### src/rtl/gamepad_reader_pkg.sv
// Shared types and constants for the NES-style gamepad reader.
package gamepad_reader_pkg;

    typedef enum logic [2:0] {
        IDLE  = 3'd0,
        LATCH = 3'd1,
        LO    = 3'd2,
        HI    = 3'd3,
        DONE  = 3'd4
    } state_e;

    // Bit positions inside a frame, in the order the pad shifts them out.
    localparam int unsigned BTN_A      = 0;
    localparam int unsigned BTN_B      = 1;
    localparam int unsigned BTN_SELECT = 2;
    localparam int unsigned BTN_START  = 3;
    localparam int unsigned BTN_UP     = 4;
    localparam int unsigned BTN_DOWN   = 5;
    localparam int unsigned BTN_LEFT   = 6;
    localparam int unsigned BTN_RIGHT  = 7;

    localparam logic [7:0] FRAME_ALL_PRESSED = 8'hFF;

endpackage

### src/rtl/gamepad_reader_sync2.sv
// Two-flop synchronizer for the asynchronous pad data line.
module gamepad_reader_sync2 #(
    parameter logic RESET_VAL = 1'b1
) (
    input  logic clk,
    input  logic rst_n,
    input  logic i_d,
    output logic o_q
);

    logic meta_q, meta_d;
    logic sync_q, sync_d;

    // Next values simply move the sample one stage along.
    always_comb begin
        meta_d = i_d;
        sync_d = meta_q;
    end

    // Synchronizer flops, preset to the idle level of the line.
    always_ff @(posedge clk) begin
        if (!rst_n) begin
            meta_q <= RESET_VAL;
            sync_q <= RESET_VAL;
        end else begin
            meta_q <= meta_d;
            sync_q <= sync_d;
        end
    end

    assign o_q = sync_q;

endmodule

### src/rtl/gamepad_reader.sv
// Polls an NES-style serial pad, debounces over two matching frames and
// maps the result onto the snake game's button inputs.
module gamepad_reader
    import gamepad_reader_pkg::*;
#(
    parameter int unsigned HALF_CYCLES = 150
) (
    input  logic       clk,
    input  logic       rst_n,
    input  logic       i_poll,
    input  logic       i_pad_data,
    output logic       o_pad_latch,
    output logic       o_pad_clk,
    output logic       o_up,
    output logic       o_down,
    output logic       o_left,
    output logic       o_right,
    output logic       o_pause,
    output logic       o_restart,
    output logic       o_present,
    output logic       o_frame,
    output logic [7:0] o_buttons
);

    localparam int unsigned CNT_W = $clog2(2 * HALF_CYCLES);
    localparam logic [CNT_W-1:0] LATCH_LAST = CNT_W'(2 * HALF_CYCLES - 1);
    localparam logic [CNT_W-1:0] HALF_LAST  = CNT_W'(HALF_CYCLES - 1);

    logic data_sync;

    state_e           state_q, state_d;
    logic [CNT_W-1:0] cnt_q, cnt_d;
    logic [2:0]       bit_q, bit_d;
    logic [7:0]       shift_q, shift_d;
    logic [7:0]       prev_q, prev_d;
    logic [7:0]       stable_q, stable_d;
    logic             present_q, present_d;
    logic             pause_q, pause_d;
    logic             frame_q, frame_d;
    logic [7:0]       buttons_q, buttons_d;
    logic             up_q, up_d;
    logic             down_q, down_d;
    logic             left_q, left_d;
    logic             right_q, right_d;
    logic             restart_q, restart_d;

    gamepad_reader_sync2 #(
        .RESET_VAL (1'b1)
    ) u_sync (
        .clk   (clk),
        .rst_n (rst_n),
        .i_d   (i_pad_data),
        .o_q   (data_sync)
    );

    // State register plus all datapath flops; reset aborts any read in flight.
    always_ff @(posedge clk) begin
        if (!rst_n) begin
            state_q   <= IDLE;
            cnt_q     <= '0;
            bit_q     <= '0;
            shift_q   <= '0;
            prev_q    <= '0;
            stable_q  <= '0;
            present_q <= 1'b0;
            pause_q   <= 1'b0;
            frame_q   <= 1'b0;
            buttons_q <= '0;
            up_q      <= 1'b0;
            down_q    <= 1'b0;
            left_q    <= 1'b0;
            right_q   <= 1'b0;
            restart_q <= 1'b0;
        end else begin
            state_q   <= state_d;
            cnt_q     <= cnt_d;
            bit_q     <= bit_d;
            shift_q   <= shift_d;
            prev_q    <= prev_d;
            stable_q  <= stable_d;
            present_q <= present_d;
            pause_q   <= pause_d;
            frame_q   <= frame_d;
            buttons_q <= buttons_d;
            up_q      <= up_d;
            down_q    <= down_d;
            left_q    <= left_d;
            right_q   <= right_d;
            restart_q <= restart_d;
        end
    end

    // Next-state logic: pace latch and pad-clock phases, capture one bit per LO phase.
    always_comb begin
        state_d = state_q;
        cnt_d   = cnt_q;
        bit_d   = bit_q;
        shift_d = shift_q;
        unique case (state_q)
            IDLE: begin
                if (i_poll) begin
                    state_d = LATCH;
                    cnt_d   = '0;
                end
            end
            LATCH: begin
                if (cnt_q == LATCH_LAST) begin
                    state_d = LO;
                    cnt_d   = '0;
                    bit_d   = '0;
                end else begin
                    cnt_d = cnt_q + 1'b1;
                end
            end
            LO: begin
                if (cnt_q == HALF_LAST) begin
                    shift_d[bit_q] = ~data_sync;
                    state_d        = HI;
                    cnt_d          = '0;
                end else begin
                    cnt_d = cnt_q + 1'b1;
                end
            end
            HI: begin
                if (cnt_q == HALF_LAST) begin
                    cnt_d = '0;
                    if (bit_q == 3'd7) begin
                        state_d = DONE;
                    end else begin
                        bit_d   = bit_q + 3'd1;
                        state_d = LO;
                    end
                end else begin
                    cnt_d = cnt_q + 1'b1;
                end
            end
            DONE: begin
                state_d = IDLE;
            end
            default: begin
                state_d = IDLE;
            end
        endcase
    end

    // Pad pin outputs decoded from the current state.
    always_comb begin
        o_pad_latch = (state_q == LATCH);
        o_pad_clk   = (state_q != LO);
    end

    // Frame evaluation in DONE: presence, two-frame debounce and pause toggling.
    always_comb begin
        prev_d    = prev_q;
        stable_d  = stable_q;
        present_d = present_q;
        pause_d   = pause_q;
        frame_d   = 1'b0;
        if (state_q == DONE) begin
            frame_d = 1'b1;
            if (shift_q == FRAME_ALL_PRESSED) begin
                present_d = 1'b0;
                stable_d  = '0;
                prev_d    = FRAME_ALL_PRESSED;
                pause_d   = 1'b0;
            end else begin
                present_d = 1'b1;
                if (shift_q == prev_q) begin
                    stable_d = shift_q;
                end
                prev_d = shift_q;
                // Select overrides a Start edge arriving in the same frame.
                if (stable_d[BTN_SELECT]) begin
                    pause_d = 1'b0;
                end else if (stable_d[BTN_START] && !stable_q[BTN_START]) begin
                    pause_d = ~pause_q;
                end
            end
        end
    end

    // Game-facing button levels, registered from the debounced frame.
    always_comb begin
        buttons_d = stable_q;
        restart_d = stable_q[BTN_SELECT];
        up_d      = stable_q[BTN_UP]    & ~stable_q[BTN_DOWN];
        down_d    = stable_q[BTN_DOWN]  & ~stable_q[BTN_UP];
        left_d    = stable_q[BTN_LEFT]  & ~stable_q[BTN_RIGHT];
        right_d   = stable_q[BTN_RIGHT] & ~stable_q[BTN_LEFT];
    end

    assign o_buttons = buttons_q;
    assign o_up      = up_q;
    assign o_down    = down_q;
    assign o_left    = left_q;
    assign o_right   = right_q;
    assign o_restart = restart_q;
    assign o_pause   = pause_q;
    assign o_present = present_q;
    assign o_frame   = frame_q;

endmodule

### config.mk
export PLATFORM = sky130hd
export DESIGN_NAME = gamepad_reader
export DESIGN_NICKNAME = d
export VERILOG_FILES = /design/src/rtl/gamepad_reader_pkg.sv /design/src/rtl/gamepad_reader_sync2.sv /design/src/rtl/gamepad_reader.sv
export SDC_FILE = /design/constraint.sdc
export NUM_CORES = 1
export LEC_CHECK = 0
export CAP_MARGIN = 15
export CORE_MARGIN = 8
export CORE_UTILIZATION = 47
export DETAILED_ROUTE_END_ITERATION = 8
export PLACE_DENSITY = 0.72
export SLEW_MARGIN = 15
export SYNTH_ARGS = -nofsm -noshare
export SYNTH_HDL_FRONTEND = slang
export SYNTH_SLANG_ARGS = --single-unit
### constraint.sdc
create_clock -name clk -period 2.4 [get_ports clk]
set_input_delay 0.24 -clock clk [delete_from_list [all_inputs] [get_ports clk]]
set_output_delay 0.24 -clock clk [all_outputs]
set_load 0.01 [all_outputs]
**After elaboration in Yosys (flattened, before gate mapping)**

Cells that the tools add are included.

- Memories kept: 0
- Output and inout port bits: 18
- Memory bits (writable): 0
- Bits in registers: 57
- Bits in read-only memories: 0
- Bits in latches: 0

- $lt $le $gt $ge: 2
- Bitwise logic cells: 10
- Mux-type cells: 27
- Multiply operators: 0
- Eq/ne operators: 16
- Add/subtract/negate cells: 2
- Shift-type cells: 0
- Reduce and logical (&&, ||, !) cells: 14
- Div/mod/pow operators: 0

Operators with widths:

| kind | number |
|---|---|
| 2-to-1 mux 8 bit | 5 |
| 2-to-1 mux 9 bit | 3 |
| case mux 9 bit (3 select lines) | 1 |
| 2-to-1 mux 3 bit | 8 |
| case mux 3 bit (4 select lines) | 1 |
| adder 9 x 1 -> 9 bit (second input constant) | 1 |
| equality test 9 x 8 -> 1 bit (second input constant) | 1 |
| equality test 9 bit (second input constant) | 1 |
| bitwise mux 8 bit | 1 |
| equality test 8 bit | 1 |
| equality test 8 bit (second input constant) | 1 |
| inequality test 2 bit (second input constant) | 4 |
| AND reduction 2 bit | 4 |
| AND reduction 4 bit | 2 |
| equality test 3 x 2 -> 1 bit (second input constant) | 2 |
| equality test 3 bit (second input constant) | 2 |
| 2-to-1 mux 1 bit | 6 |
| inverter 1 bit | 6 |
| case mux 3 bit (2 select lines) | 1 |
| nonzero test 3 bit | 2 |
| AND 1 bit | 4 |
| less-than comparator 3 x 4 -> 1 bit (second input constant) | 1 |
| adder 3 x 1 -> 3 bit (second input constant) | 1 |
| demux 1 bit (select 3 bit) | 1 |
| 10 further kinds | 11 |

**Logic depth before layout (Yosys ltp)**

Gate-level depths: netlist of run 1.

- Depth in word-level cells: 8
- Depth in mapped cells: 7
- Depth with buffers taken out: 6

**Cells and area by module**

A second synthesis of run 1 with hierarchy kept.

- Cell total of the unflattened synthesis: 290
- Area total of the unflattened synthesis: 2582.5 um^2

Modules (own cells, without submodules):

| module | cells each | sequential area each (um^2) | instances | area each (um^2) |
|---|---|---|---|---|
| gamepad_reader | 286 | 1081.0 | 1 | 2529.9 |
| gamepad_reader_sync2 | 4 | 40.0 | 1 | 52.6 |

**Worst setup path before layout of run 1**

No wires, ideal clock.

- Kind: register -> register
- Start: register state_q[2]
- End: register pause_q (netlist: o_pause)
- Period minus slack after synthesis: 1.870 ns
- Required time: 2.326 ns
- Arrival: 1.796 ns
- Setup slack: 0.530 ns
- Stages on the path, launching flop included: 7
- Path buffers: 2
- Path through: dfxtp_1 > buf_2 > or3b_1 > buf_2 > or4_1 > a2111o_1 > a31oi_1

- Cells in the longest elaborated chain, start to end: 2

RTL lines:

| what | RTL line | RTL |
|---|---|---|
| start: declaration | gamepad_reader.sv:31 | `state_e state_q, state_d;` |
| start signal: assignment | gamepad_reader.sv:75 | `state_q <= state_d;` |
| equality test 3 bit | gamepad_reader.sv:159 | `if (state_q == DONE) begin` |
| AND reduction 2 bit (no source line) | n/a |  |
| end signal: assignment | gamepad_reader.sv:82 | `pause_q <= pause_d;` |
| end: declaration | gamepad_reader.sv:38 | `logic pause_q, pause_d;` |

Every way passes these cells.
A chain may end at the register's enable or synchronous reset.

**Worst setup path after layout of run 1**

- Start: register state_q[1]
- End: output port o_pad_clk

- Cells in the longest elaborated chain, start to end: 1

RTL lines:

| what | RTL line | RTL |
|---|---|---|
| inequality test 3 x 2 -> 1 bit | gamepad_reader.sv:149 | `o_pad_clk = (state_q != LO);` |
| end: declaration | gamepad_reader.sv:13 | `output logic o_pad_clk,` |

Every way passes these cells.

==> flow_summary_export.csv, run 1 <==
group,metric,value,unit
synthesis,synthTopCellsByArea,"sky130_fd_sc_hd__dfxtp_1 (43%), sky130_fd_sc_hd__a21oi_1 (4.8%), sky130_fd_sc_hd__nand2_1 (4.3%)",
drt,drtIter0Drc,86,
clock_network,cts.htree.levels,2,
drt,final_antenna_net_count,0,
placed_design,globalplace.congestion,0.850,
critical_path,r2r-start,"cnt_q[0]$_SDFFE_PN0P_",
sta,layout_worst_path_cycle_share,85.7,%
clock_network,clk_pin_slew,0.10,ns
critical_path,path_max_fanout,10,
cells_and_area,fillers,500,
synthesis,synth_top_cell_area_share,43.1,%
grt,grt_usage,13.3,%
clock_network,post_cts_repair_timing_setup_buffer_count,0,
die,die-width,90.4,um
critical_path,critical_path_arrival,1.82,ns
sta,fin_tns_setup,0,ns
die,die-height,90.4,um
clock_network,cts_buffer_depth,2,
clock_network,tritoncts_clock_tree,"yes",
pwr,power.leakage,0.00113,uW
pwr,ir_worst_vdd,0.000294,V
worst_hold_path,hold_end,"u_sync.o_q$_SDFF_PN1_",
cells_and_area,insertedDiodeCount,0,
synthesis,synthesis.nets,295,
critical_path,timing.reg2reg.setup_slack,0.40,ns
grt,grt_start_max_net_pins,33,
grt,global_route_congestion_overflow_total,0,
drt,wl_per_cell,14.1,um
cells_and_area,final_area,2960,um2
drt,routed_wl,5.29,mm
worst_hold_path,worst_min_delay_path_class,"reg2reg",
synthesis,mappedNetlistArea,2600,um2
synthesis,synth_area_leader_cell,"sky130_fd_sc_hd__dfxtp_1",
placed_design,place.port_buffers,21,
synthesis,synth_cell_type_count,51,
worst_hold_path,worstHoldPathCells,1,
synthesis,ys_seq_elements,56,
worst_hold_path,min_from,"u_sync.meta_q$_SDFF_PN1_",
synthesis,asyncSetResetFlopFracSynth,0,%
critical_path,r2r_cells,5,
drt,routed-via-count,2096,
cells_and_area,layout-drive-gt1-share,6.27,%
outcome,result_of_the_run,"completed",
synthesis,sequential_element_share_of_the_synthesized_area,43.1,%
sta,max_clock_freq,486,MHz
pwr,power.density_cell_area,553,nW/um2
synthesis,most_common_cell_in_the_synthesized_netlist,"sky130_fd_sc_hd__dfxtp_1",
placed_design,dp_hpwl,3.63,mm
sta,unrepaired_setup_endpoints_after_global_routing,"no",
clock_network,post_cts.resized_instances,0,
critical_path,cp_data_required_time,2.16,ns
job,drv.max_cap_violation_count,0,
synthesis,post_synthesis_area_per_instance,9.07,um2
die,start_util,47.9,%
placed_design,placed_area,2870,um2
die,core,5440,um2
die,boundary_pins,22,
drt,detail_route.first_pass.iterations,4,
synthesis,yosys-top-cells-count,"sky130_fd_sc_hd__dfxtp_1 (56), sky130_fd_sc_hd__nand2_1 (30), sky130_fd_sc_hd__a21oi_1 (25)",
synthesis,synthFlopType,"sky130_fd_sc_hd__dfxtp_1",
die,design.die.area,8180,um2
critical_path,endpoint_kind,"output port",
sta,fin_skew,0.00773,ns
critical_path,timing.critical_path.from_type,"register",
clock_network,cts_made_buffers,5,
grt,grt_pass1_vias,1953,
synthesis,netlist_instances,287,
clock_network,cts.sinks,56,
sta,timing_worst_slew_pin_value,0.455,ns
sta,timing.final.max_slew_violations,0,
drt,drc_errors,0,
grt,grt_pass1_wl,9.14,mm
critical_path,startpoint,"state_q[1]$_SDFFE_PN0P_",
drt,vias_per_cell,5.59,
synthesis,ys_warn_count,0,
cells_and_area,layout.nets,310,
grt,grt_antenna_before_repair,0,
critical_path,criticalPathCategory,"reg2out",
die,placement_rows,27,
sta,setup_violating_endpoint_count_in_the_final_report,0,
cells_and_area,area_grow_syn2layout,13.7,%
sta,layout_min_cycle_time,2.06,ns
clock_network,clkLatencyLatePin,0.31,ns
clock_network,holdBufCountCts,0,
synthesis,post_synth_edffs,0,
sta,slew_headroom,69.5,%
clock_network,cts_root_buffer,"sky130_fd_sc_hd__clkbuf_8",
critical_path,worst_r2r_endpoint,"state_q[0]$_SDFFE_PN0P_",
sta,final_hold_vios,0,
-- placed cells by master, fill, tap and decap left out, types with 3 or more instances in the layout --
master	Yosys	routed
sky130_fd_sc_hd__and2_1	12	12
sky130_fd_sc_hd__o211a_1	9	9
sky130_fd_sc_hd__and2_0	6	6
sky130_fd_sc_hd__nor3_1	5	5
sky130_fd_sc_hd__dfxtp_1	56	56
sky130_fd_sc_hd__inv_1	9	9
sky130_fd_sc_hd__o31a_1	9	9
sky130_fd_sc_hd__o21ai_1	3	3
sky130_fd_sc_hd__clkdlybuf4s50_1	0	21
sky130_fd_sc_hd__buf_4	1	7
sky130_fd_sc_hd__nor2b_1	8	8
sky130_fd_sc_hd__or4_1	3	3
sky130_fd_sc_hd__ha_1	4	4
sky130_fd_sc_hd__a311oi_1	8	8
sky130_fd_sc_hd__o22ai_1	5	5
sky130_fd_sc_hd__xnor2_1	8	8
sky130_fd_sc_hd__nand2_1	30	30
sky130_fd_sc_hd__nor3b_1	3	3
sky130_fd_sc_hd__nand3_1	6	6
sky130_fd_sc_hd__nor4_1	9	9
sky130_fd_sc_hd__a21oi_1	25	25
sky130_fd_sc_hd__clkbuf_8	0	6
sky130_fd_sc_hd__nor2_1	12	12
-- metrics by stage --
| step | cells | hold WS, ns | total power (uW) | setup slack (ns) | util (%) |
|---|---|---|---|---|---|
| floorplan | 287 | 0.341 | 1090 | 0.530 | - |
| global placement | 367 | 0.392 | 1120 | 0.482 | 52.7 |
| detailed placement | 367 | 0.399 | 1120 | 0.431 | 52.7 |
| CTS | 375 | 0.423 | 1670 | 0.324 | 54.5 |
| global route | 375 | 0.449 | 1730 | 0.237 | 54.5 |
| finish | 375 | 0.417 | 1640 | 0.343 | 54.5 |
-- report_power, final --
group / switching, uW / internal [uW]
Clock: 298 / 236
Sequential: 22.1 / 943
Combinational: 79.0 / 58.7
-- kinds of logic (layout without fill, tap and decap cells) --
kind of cell,count (synthesis),after routing,synth area share (%)
adders and majority gates,4,4,1.92
and+or+nand+nor,112,112,25.7
buffers and inverters,29,45,4.81
xor gates and xnor gates,8,8,2.69
DFF,56,56,43.1
AOI/OAI and AO/OA,78,78,21.8
-- state kept, by name, summed over array words and instances, names as in the netlist, 3 cells and up --
name and count:
prev_q 8, buttons_d 8, cnt_q 9, state_q 3
o_buttons 8, bit_q 3, shift_q 8
-- worst max-delay path, stage by stage (launching register included) --
cell	delay (ns)
sky130_fd_sc_hd__dfxtp_1	0.49
sky130_fd_sc_hd__or3b_1	0.49
sky130_fd_sc_hd__clkdlybuf4s50_1	0.53
-- how the worst max path moves through the flow --
stage                                    endpoint  slack [ns]  cells after the start
final                                   o_pad_clk        0.34                      2
after global routing                    o_pad_clk        0.24                      2
after global placement      bit_q[1]$_SDFFE_PN0P_        0.48                      5
after detailed placement  state_q[0]$_SDFFE_PN0P_        0.43                      5
after floorplan              o_pause$_SDFFE_PN0P_        0.53                      6
after CTS                               o_pad_clk        0.32                      2
-- routing by layer --
layer	vias to the layer above	wire (um)	track usage, %	share of wire, %
met5	-	0	0	0
met4	0	73	5.55	1.4
met3	5	258	3.99	4.9
met2	35	2360	20.0	45
met1	980	2600	17.2	49
li1	1076	-	-	-
-- final cells by class --
class	count	area, um2	share of cell area [%]
multi-input combinational	202	1360	45.8
tap	72	90.1	3.04
clock inverter	2	13.8	0.465
clock buffer	6	82.6	2.79
timing repair buffer	28	263	8.87
sequential	56	1120	37.9
inverter	9	33.8	1.14
Note: power is estimated with default switching activity, not from simulation.
==> run 2: changes to the inputs <==
Settings changed: TNS_END_PERCENT from default to 5.
==> results of run 2 <==
Final layout, timing and power as in run 1 (identical DEF).
==> RTL edit: new RTL, flow settings as in run 1 <==
The parameter `HALF_CYCLES` goes from 150 to 75.
--- a/src/rtl/gamepad_reader.sv
+++ b/src/rtl/gamepad_reader.sv
@@ -3,7 +3,7 @@
 module gamepad_reader
     import gamepad_reader_pkg::*;
 #(
-    parameter int unsigned HALF_CYCLES = 150
+    parameter int unsigned HALF_CYCLES = 75
 ) (
     input  logic       clk,
     input  logic       rst_n,
Function: same outputs for any inputs over 10 cycles, from zero or initial values and one cycle with rst_n low; that may be too few to reach the edited logic, so the function may still have changed.
==> RTL edit against run 1 <==
Utilization up 3.6 points; power up 10%; area after synthesis down 3.1%; design area up 0.72%; non-clock buffer count up 8; setup slack better by 54 ps; register-to-register slack better by 140 ps; sequential cell count down 1; routed wire length up 2.0%; sequential share of layout area down 0.94 points; critical path depth up 1.
==> RTL edit: results (changes against run 1) <==
* Reg2reg path depth at 4 (-1)
* P_leak at 1.058 nW (-6.5%)
* Run status: finished clean
* Via-to-Cell Ratio at 5.491 (-1.8%)
* Largest net degree at the start of global routing at 24 (-27%)
* Clock share of power at 39.1% (+6.5 points)
* R2R Setup Slk at 540 ps (+140 ps)
* Worst R2R Start: state_q[0]
* Post-synthesis xor/xnor area fraction at 2.778% (+0.087 points)
* Wire per inst at 14.07 um (-0.16%)
* Pre-CTS setup slack at 555.2 ps (+124.1 ps)
* Met2 usage at 25.05% (+5.1 points)
* Vias in the first global route at 2036 (+4.2%)
* Commonest cells in the netlist: dfxtp_1, nand2_1, nor2_1
* M3 GR Usage at 2.298% (-1.7 points)
* Actual slew at the worst max-slew pin at 421.5 ps (-33.04 ps)
* Post-Place Cells at 375 (+2.2%)
* Post-place instance area at 0.002850 mm^2 (-0.52%)
* Part of the power in registers at 52.4% (-6.5 points)
* Fin nets at 321 (+3.5%)
* Initial DRC count at 111 (+29%)
* Fill count at 487 (-2.6%)
* Final worst hold slack at 420.1 ps (+2.606 ps)
* RePlAce Congestion at 0.8673 (+2.0%)
* Reg2reg end: o_pause
* Met1 Use GR at 18.14% (+0.95 points)
-- RTL edit: cell count changes in the layout (fill, tap and decap cells not counted), sizes merged, moves of 9 or more --
cell,delta
o211a,-9
o31a,-9
nand3,+9
and2,-12
a21oi,-9
nand2,+14
-- RTL edit: how the worst max path moves through the flow --
stage | start | end | slack [ps]
6_report | state_q[1] | o_pad_clk | 400
5_1_grt | state_q[1] | o_pad_clk | 270
4_1_cts | state_q[1] | o_pad_clk | 360
3_5_place_dp | state_q[0] | o_pause | 560
3_3_place_gp | state_q[0] | o_pause | 600
2_1_floorplan | cnt_q[1] | state_q[1] | 680
-- RTL edit: layout make-up --
type                    count  area (um^2)  area share [%]
multi-input cells         204         1301           43.62
flip-flops and latches     55         1101           36.91
repair buffers             36        322.8           10.82
well taps                  70        87.58           2.936
clock buffers               6        72.57           2.433
clock inverters             2        60.06           2.013
inverters                  10        37.54           1.258
-- RTL edit: per-layer routing --
layer,vias up,routed length [um]
li1,1076,-
met1,998,2615
met2,21,2550
met3,8,143
met4,0,80
met5,-,0
